===== src/rtl/mode_sequencer.sv =====
// Mode-control sequencer: arbitrates asynchronous mode triggers and drives the
// two-phase (command, payload) transfer handshake, with per-phase timeout.

module mode_seq_edge #(
  parameter int STAGES = 2
) (
  input  logic sys_clk,
  input  logic rst_n,
  input  logic i_d,
  output logic o_rise
);
  logic [STAGES-1:0] r_sync;
  logic              r_prev;
  logic              r_rise;

  // Registered rise detect keeps the edge pulse glitch-free and one cycle wide.
  always_ff @(posedge sys_clk or negedge rst_n) begin
    if (!rst_n) begin
      r_sync <= '0;
      r_prev <= 1'b0;
      r_rise <= 1'b0;
    end else begin
      r_sync <= {r_sync[STAGES-2:0], i_d};
      r_prev <= r_sync[STAGES-1];
      r_rise <= r_sync[STAGES-1] & ~r_prev;
    end
  end

  assign o_rise = r_rise;
endmodule

module mode_sequencer #(
  parameter int                    NUM_MODES        = 3,
  parameter int                    CMD_W            = 2,
  parameter int                    SYNC_STAGES      = 2,
  parameter int unsigned           TIMEOUT_CYC      = 50000000,
  parameter logic [NUM_MODES-1:0]  INTERACTIVE_MASK = NUM_MODES'(4)
) (
  input  logic                 sys_clk,
  input  logic                 rst_n,
  input  logic [NUM_MODES-1:0] req_i,
  input  logic                 finish_i,
  input  logic                 xfer_done_i,
  output logic                 cmd_valid_o,
  output logic [CMD_W-1:0]     cmd_code_o,
  output logic                 pay_start_o,
  output logic [CMD_W-1:0]     active_mode_o,
  output logic [2:0]           state_o,
  output logic                 busy_o,
  output logic                 timeout_o,
  output logic [7:0]           err_cnt_o
);
  localparam int CNT_W = (TIMEOUT_CYC > 1) ? $clog2(TIMEOUT_CYC) : 1;
  localparam logic [CNT_W-1:0] TMO_LAST = CNT_W'((TIMEOUT_CYC == 0) ? 0 : TIMEOUT_CYC - 1);
  localparam bit TMO_EN = (TIMEOUT_CYC != 0);

  typedef enum logic [2:0] {
    S_IDLE = 3'd0,
    S_CMD  = 3'd1,
    S_PAY  = 3'd2,
    S_HOLD = 3'd3,
    S_RET  = 3'd4
  } state_t;

  state_t               r_state, w_next;
  logic [NUM_MODES-1:0] w_req_rise;
  logic                 w_fin_rise;
  logic [NUM_MODES-1:0] r_mode_oh;
  logic [CMD_W-1:0]     r_mode;
  logic [CMD_W-1:0]     r_cmd_code;
  logic                 r_cmd_valid, r_pay_start;
  logic                 r_fresh, r_fin_latch;
  logic [CNT_W-1:0]     r_cnt;
  logic [7:0]           r_err;

  logic                 w_sel_hit;
  logic [CMD_W-1:0]     w_sel_code;
  logic [NUM_MODES-1:0] w_sel_oh;
  logic                 w_own_rise, w_interactive, w_fin_pend;
  logic                 w_wait, w_done, w_tmo;
  logic                 w_cmd_vld, w_pay_start;
  logic [CMD_W-1:0]     w_cmd_code;
  logic                 w_enter;

  genvar g;
  generate
    for (g = 0; g < NUM_MODES; g++) begin : g_req
      mode_seq_edge #(.STAGES(SYNC_STAGES)) u_req_edge (
        .sys_clk (sys_clk),
        .rst_n   (rst_n),
        .i_d     (req_i[g]),
        .o_rise  (w_req_rise[g])
      );
    end
  endgenerate

  mode_seq_edge #(.STAGES(SYNC_STAGES)) u_fin_edge (
    .sys_clk (sys_clk),
    .rst_n   (rst_n),
    .i_d     (finish_i),
    .o_rise  (w_fin_rise)
  );

  // Lowest-index edge wins; one-hot isolates the lowest set bit.
  always_comb begin
    w_sel_code = '0;
    for (int i = NUM_MODES - 1; i >= 0; i--)
      if (w_req_rise[i]) w_sel_code = CMD_W'(i + 1);
  end
  assign w_sel_hit = |w_req_rise;
  assign w_sel_oh  = w_req_rise & ~(w_req_rise - NUM_MODES'(1));

  assign w_own_rise    = |(w_req_rise & r_mode_oh);
  assign w_interactive = |(INTERACTIVE_MASK & r_mode_oh);
  assign w_fin_pend    = r_fin_latch | w_fin_rise;

  // The cycle right after a launch pulse (r_fresh) neither accepts done nor counts.
  assign w_wait = (r_state == S_CMD) || (r_state == S_PAY) || (r_state == S_RET);
  assign w_done = w_wait && !r_fresh && xfer_done_i;
  assign w_tmo  = TMO_EN && w_wait && !r_fresh && !xfer_done_i && (r_cnt == TMO_LAST);

  always_ff @(posedge sys_clk or negedge rst_n) begin
    if (!rst_n) begin
      r_state     <= S_IDLE;
      r_fresh     <= 1'b0;
      r_cnt       <= '0;
      r_cmd_valid <= 1'b0;
      r_pay_start <= 1'b0;
      r_cmd_code  <= '0;
      r_mode      <= '0;
      r_mode_oh   <= '0;
      r_fin_latch <= 1'b0;
      r_err       <= 8'd0;
    end else begin
      r_state     <= w_next;
      r_fresh     <= w_enter;
      r_cmd_valid <= w_cmd_vld;
      r_pay_start <= w_pay_start;
      if (w_cmd_vld) r_cmd_code <= w_cmd_code;
      if (w_enter)
        r_cnt <= '0;
      else if (w_wait && !r_fresh)
        r_cnt <= r_cnt + CMD_W'(0) + CNT_W'(1);
      if (r_state == S_IDLE && w_sel_hit) begin
        r_mode    <= w_sel_code;
        r_mode_oh <= w_sel_oh;
      end else if (w_next == S_IDLE && r_state != S_IDLE) begin
        r_mode    <= '0;
        r_mode_oh <= '0;
      end
      if (w_next == S_RET || w_next == S_IDLE)
        r_fin_latch <= 1'b0;
      else if ((r_state == S_CMD || r_state == S_PAY) && w_interactive && w_fin_rise)
        r_fin_latch <= 1'b1;
      if (w_tmo && r_err != 8'hFF) r_err <= r_err + 8'd1;
    end
  end

  always_comb begin
    w_next = r_state;
    case (r_state)
      S_IDLE: if (w_sel_hit) w_next = S_CMD;
      S_CMD: begin
        if (w_done)     w_next = S_PAY;
        else if (w_tmo) w_next = S_IDLE;
      end
      S_PAY: begin
        if (w_done)     w_next = (!w_interactive || w_fin_pend) ? S_RET : S_HOLD;
        else if (w_tmo) w_next = S_IDLE;
      end
      S_HOLD: begin
        if (w_fin_rise)      w_next = S_RET;
        else if (w_own_rise) w_next = S_PAY;
      end
      S_RET: if (w_done || w_tmo) w_next = S_IDLE;
      default: w_next = S_IDLE;
    endcase
  end

  // Every entry into a waiting state coincides with exactly one launch pulse.
  always_comb begin
    w_cmd_vld   = 1'b0;
    w_pay_start = 1'b0;
    w_cmd_code  = '0;
    case (r_state)
      S_IDLE: if (w_sel_hit) begin
        w_cmd_vld  = 1'b1;
        w_cmd_code = w_sel_code;
      end
      S_CMD: if (w_done) w_pay_start = 1'b1;
      S_PAY: if (w_done && (!w_interactive || w_fin_pend)) w_cmd_vld = 1'b1;
      S_HOLD: begin
        if (w_fin_rise)      w_cmd_vld   = 1'b1;
        else if (w_own_rise) w_pay_start = 1'b1;
      end
      default: ;
    endcase
  end
  assign w_enter = w_cmd_vld | w_pay_start;

  assign cmd_valid_o   = r_cmd_valid;
  assign cmd_code_o    = r_cmd_code;
  assign pay_start_o   = r_pay_start;
  assign active_mode_o = r_mode;
  assign state_o       = r_state;
  assign busy_o        = (r_state != S_IDLE);
  assign timeout_o     = w_tmo;
  assign err_cnt_o     = r_err;
endmodule


===== config.mk =====
export PLATFORM = sky130hd
export DESIGN_NAME = mode_sequencer
export DESIGN_NICKNAME = d
export VERILOG_FILES = /design/src/rtl/mode_sequencer.sv
export SDC_FILE = /design/constraint.sdc
export NUM_CORES = 1
export LEC_CHECK = 0
export BUFFER_PORTS_ARGS = -buffer_cell sky130_fd_sc_hd__buf_4
export CAP_MARGIN = 20
export CORE_AREA = 2 2 96 61
export DETAILED_ROUTE_END_ITERATION = 10
export DIE_AREA = 0 0 98 63
export PLACE_DENSITY = 0.78
export SYNTH_ARGS = -nofsm -noshare
export SYNTH_HDL_FRONTEND = slang
export SYNTH_SLANG_ARGS = --single-unit

===== constraint.sdc =====
create_clock -name sys_clk -period 3 [get_ports sys_clk]
set_input_delay 0.15 -clock sys_clk [delete_from_list [all_inputs] [get_ports sys_clk]]
set_output_delay 0.15 -clock sys_clk [all_outputs]
set_load 0.05 [all_outputs]

==> impl_metrics.py <==
metrics = {
    "clocking": {
        "insertion_delay_ps": 340,
        "cts_max_level": 3,
        "cts_resized": 0,
        "cts_sinks": 64,
        "path_clk_slew_ps": 60,
        "cts_tree": "built",
        "cts_setup_buffers": 0,
        "cts-root-buf": "clkbuf_8",
        "cts_made_buffers": 9,
        "cts_buffer_depth": 2,
    },
    "route": {
        "wl_per_cell_um": 14.1,
        "first_iter_violations": 220,
        "drtPass1Iterations": 5,
        "wl_mm": 5.42,
        "via_per_inst": 5.42,
        "vias": 2082,
        "drc": 0,
        "ant_nets": 0,
    },
    "run_status": {
        "outcome": "complete, no violations",
    },
    "yosys": {
        "synth_edf_count": 0,
        "ys_warn_count": 0,
        "async_flop_share_pct": 100,
        "mappedNetlistArea_um2": 2840,
        "synth_nets": 283,
        "synthCells": 274,
        "synth-seq-cells": 64,
        "yosysSeqAreaShare_pct": 56.3,
        "ys.flop_type": "dfrtp_1",
        "synth.avg_cell_area_um2": 10.4,
        "synth_cell_type_count": 40,
    },
    "finish": {
        "area_delta_synth_final_pct": 19.1,
        "drive_gt1_share_pct": 15.2,
        "fin_nets": 320,
        "n_antenna_cell": 0,
        "fin_area_um2": 3380,
    },
    "die": {
        "die_w_um": 98,
        "die_h_um": 63,
        "io_pins": 26,
        "start_util_pct": 53.3,
        "dieArea_um2": 6170,
        "placementRows": 21,
        "coreArea_um2": 5330,
    },
    "critical_path": {
        "end_kind": "output port",
        "path_class": "reg -> out",
        "cp-startpoint": "state_o[1]",
        "arrival_ps": 2370,
        "crit_required_ps": 2850,
        "reg2reg_from": "state_o[1]",
        "crit_path_max_fanout": 14,
        "startpoint_type": "flop",
    },
    "global_routing": {
        "grt_util_all_layers_pct": 19.8,
        "antenna_found_initial": 0,
        "grt_overflow": 0,
        "grt_pass1_vias": 1961,
        "grt_pass1_wl_mm": 9.32,
        "grt_max_degree": 65,
    },
    "power_and_ir_drop": {
        "powerDensity_nw_per_um2": 820,
        "comb_power_share_pct": 31.9,
        "switchingPower_mw": 1.03,
        "power.total_mw": 2.78,
        "p_seq_share_pct": 38.8,
        "leakage_nw": 1.59,
        "intPower_mw": 1.74,
        "switching_share_pct": 37.3,
        "clkPwrFrac_pct": 29.3,
        "irDropWorstVdd_mv": 0.418,
    },
    "sta": {
        "tns_ps": 0,
        "maxSlewHeadroom_pct": 46.1,
        "fin_crit_ps": 2520,
        "rsz0062_at_grt": "no",
        "finalSetupViolations": 0,
        "fin_crit_sh_pct": 83.9,
        "setup_ws_ps": 484,
        "skew_ps": 6.61,
        "worst_pin_slew_ps": 801,
        "hold_viol_final": 0,
        "timing.fmax_ghz": 0.397,
        "slew_viol_final": 0,
    },
    "hold_path": {
        "worstHoldPathType": "reg -> reg",
        "hp-start": "g_req[2].u_req_edge.r_sync[0]",
    },
    "flow_run": {
        "cap_violations": 0,
    },
    "placement": {
        "dp_hpwl_mm": 3.65,
        "gp_congestion": 0.836,
        "detailed_place.area_um2": 3110,
        "port_buffers": 25,
        "pre_cts_slack_ps": 611,
    },
}
-- power groups by stage --
| stage | Sequential [mW] | Combinational (mW) | Clock (mW) |
|---|---|---|---|
| CTS | 1.08 | 0.890 | 0.837 |
| global route | 1.09 | 0.967 | 0.880 |
| floorplan | 1.22 | 0.499 | 0 |
| detailed placement | 1.09 | 0.883 | 0 |
| global placement | 1.09 | 0.865 | 0 |
| finish | 1.08 | 0.887 | 0.812 |
-- cell usage after synthesis, drive strengths merged, types with 7 or more instances --
library cell	instances	area share (%)
o21ai	10	1.8
and3	8	1.8
dfrtp	64	56
inv	9	1.2
xor2	20	6.2
nand3	12	2.1
nor2b	9	2.0
nor2	41	5.4
nand4	10	2.2
xnor2	10	3.1
nand2	26	3.4
a21oi	7	1.2
-- timing repair --
action / in CTS / in global routing
hold buffers: 5 / 0
endpoints found under the setup margin: 0 / 0
endpoints found under the hold margin: 68 / 0
-- cell type report --
cell class	count	area, um^2
inverter	9	33.8
sequential	64	1600
timing repair buffer	32	253
multi-input combinational	195	1190
clock inverter	3	65.1
clock buffer	12	155
tap	69	86.3
fill	418	1950
-- cell families after synthesis --
logic type / share of synthesized area, %
AOI/OAI and AO/OA: 7.75
xor gates and xnor gates: 9.24
adders and majority gates: 0.880
buffers and inverters: 1.98
DFF: 56.3
muxes: 0.748
and+or+nand+nor: 23.1
-- worst max-delay path, stage by stage, from the launching register on --
cell and delay, ps:
dfrtp_1 570, xor2_1 310, o211ai_2 250, nor4_4 480, buf_4 210, buf_4 200
-- stage by stage --
step / hold slack (ps) / std cells / utilization [%]
floorplan: -146 / 274 / -
global placement: 259 / 364 / 58.4
detailed placement: 261 / 364 / 58.4
CTS: 351 / 384 / 63.5
global route: 362 / 384 / 63.5
finish: 347 / 384 / 63.5
-- final timing paths --
| check | end | slack [ps] | cells past startpoint |
|---|---|---|---|
| worst max-delay path | timeout_o | 480 | 5 |
| worst min-delay path | g_req[2].u_req_edge.r_sync[1] | 350 | 0 |
| worst max register to register | err_cnt_o[1] | 570 | 5 |
| worst min register to register | g_req[2].u_req_edge.r_sync[1] | 350 | 0 |
| max in group asynchronous | u_fin_edge.r_sync[0] | 2060 | 2 |
| min in group asynchronous | cmd_code_o[0] | 440 | 2 |
-- cells in the final DEF, fill, tap and decap left out, types with 3 or more instances in the layout --
cell           Yosys  routed
xor2_1            20      20
nor2b_1            9       9
and4_1             3       3
o21ai_1            5       5
and3_1             8       8
a21oi_1            7       7
nand4_1           10      10
nor4_1             3       3
buf_4              0      27
nand2_1           26      26
dlygate4sd3_1      0       5
xnor2_1           10      10
nand3_1           12      12
nor2_1            41      41
or3_1              3       3
dfrtp_1           64      64
clkbuf_8           0      11
nor3_1             5       5
o21ai_0            5       5
inv_1              9       9
-- layer usage --
| metal | global-route usage, % | up-vias | share of wire [%] |
|---|---|---|---|
| li1 | - | 1020 | - |
| met1 | 28.9 | 982 | 50 |
| met2 | 26.4 | 69 | 42 |
| met3 | 5.82 | 11 | 7.0 |
| met4 | 10.6 | 0 | 1.4 |
| met5 | 0 | - | 0 |
-- registers in the layout (all words and copies together), names as in the netlist --
name                     flops
active_mode_o                2
cmd_code_o                   2
cmd_valid_o                  1
err_cnt_o                    8
g_req.u_req_edge.o_rise      3
g_req.u_req_edge.r_prev      3
g_req.u_req_edge.r_sync      6
pay_start_o                  1
r_cnt                       26
r_fin_latch                  1
r_fresh                      1
r_mode_oh                    3
state_o                      3
u_fin_edge.o_rise            1
u_fin_edge.r_prev            1
u_fin_edge.r_sync            2
(Power assumes the default switching activity.)
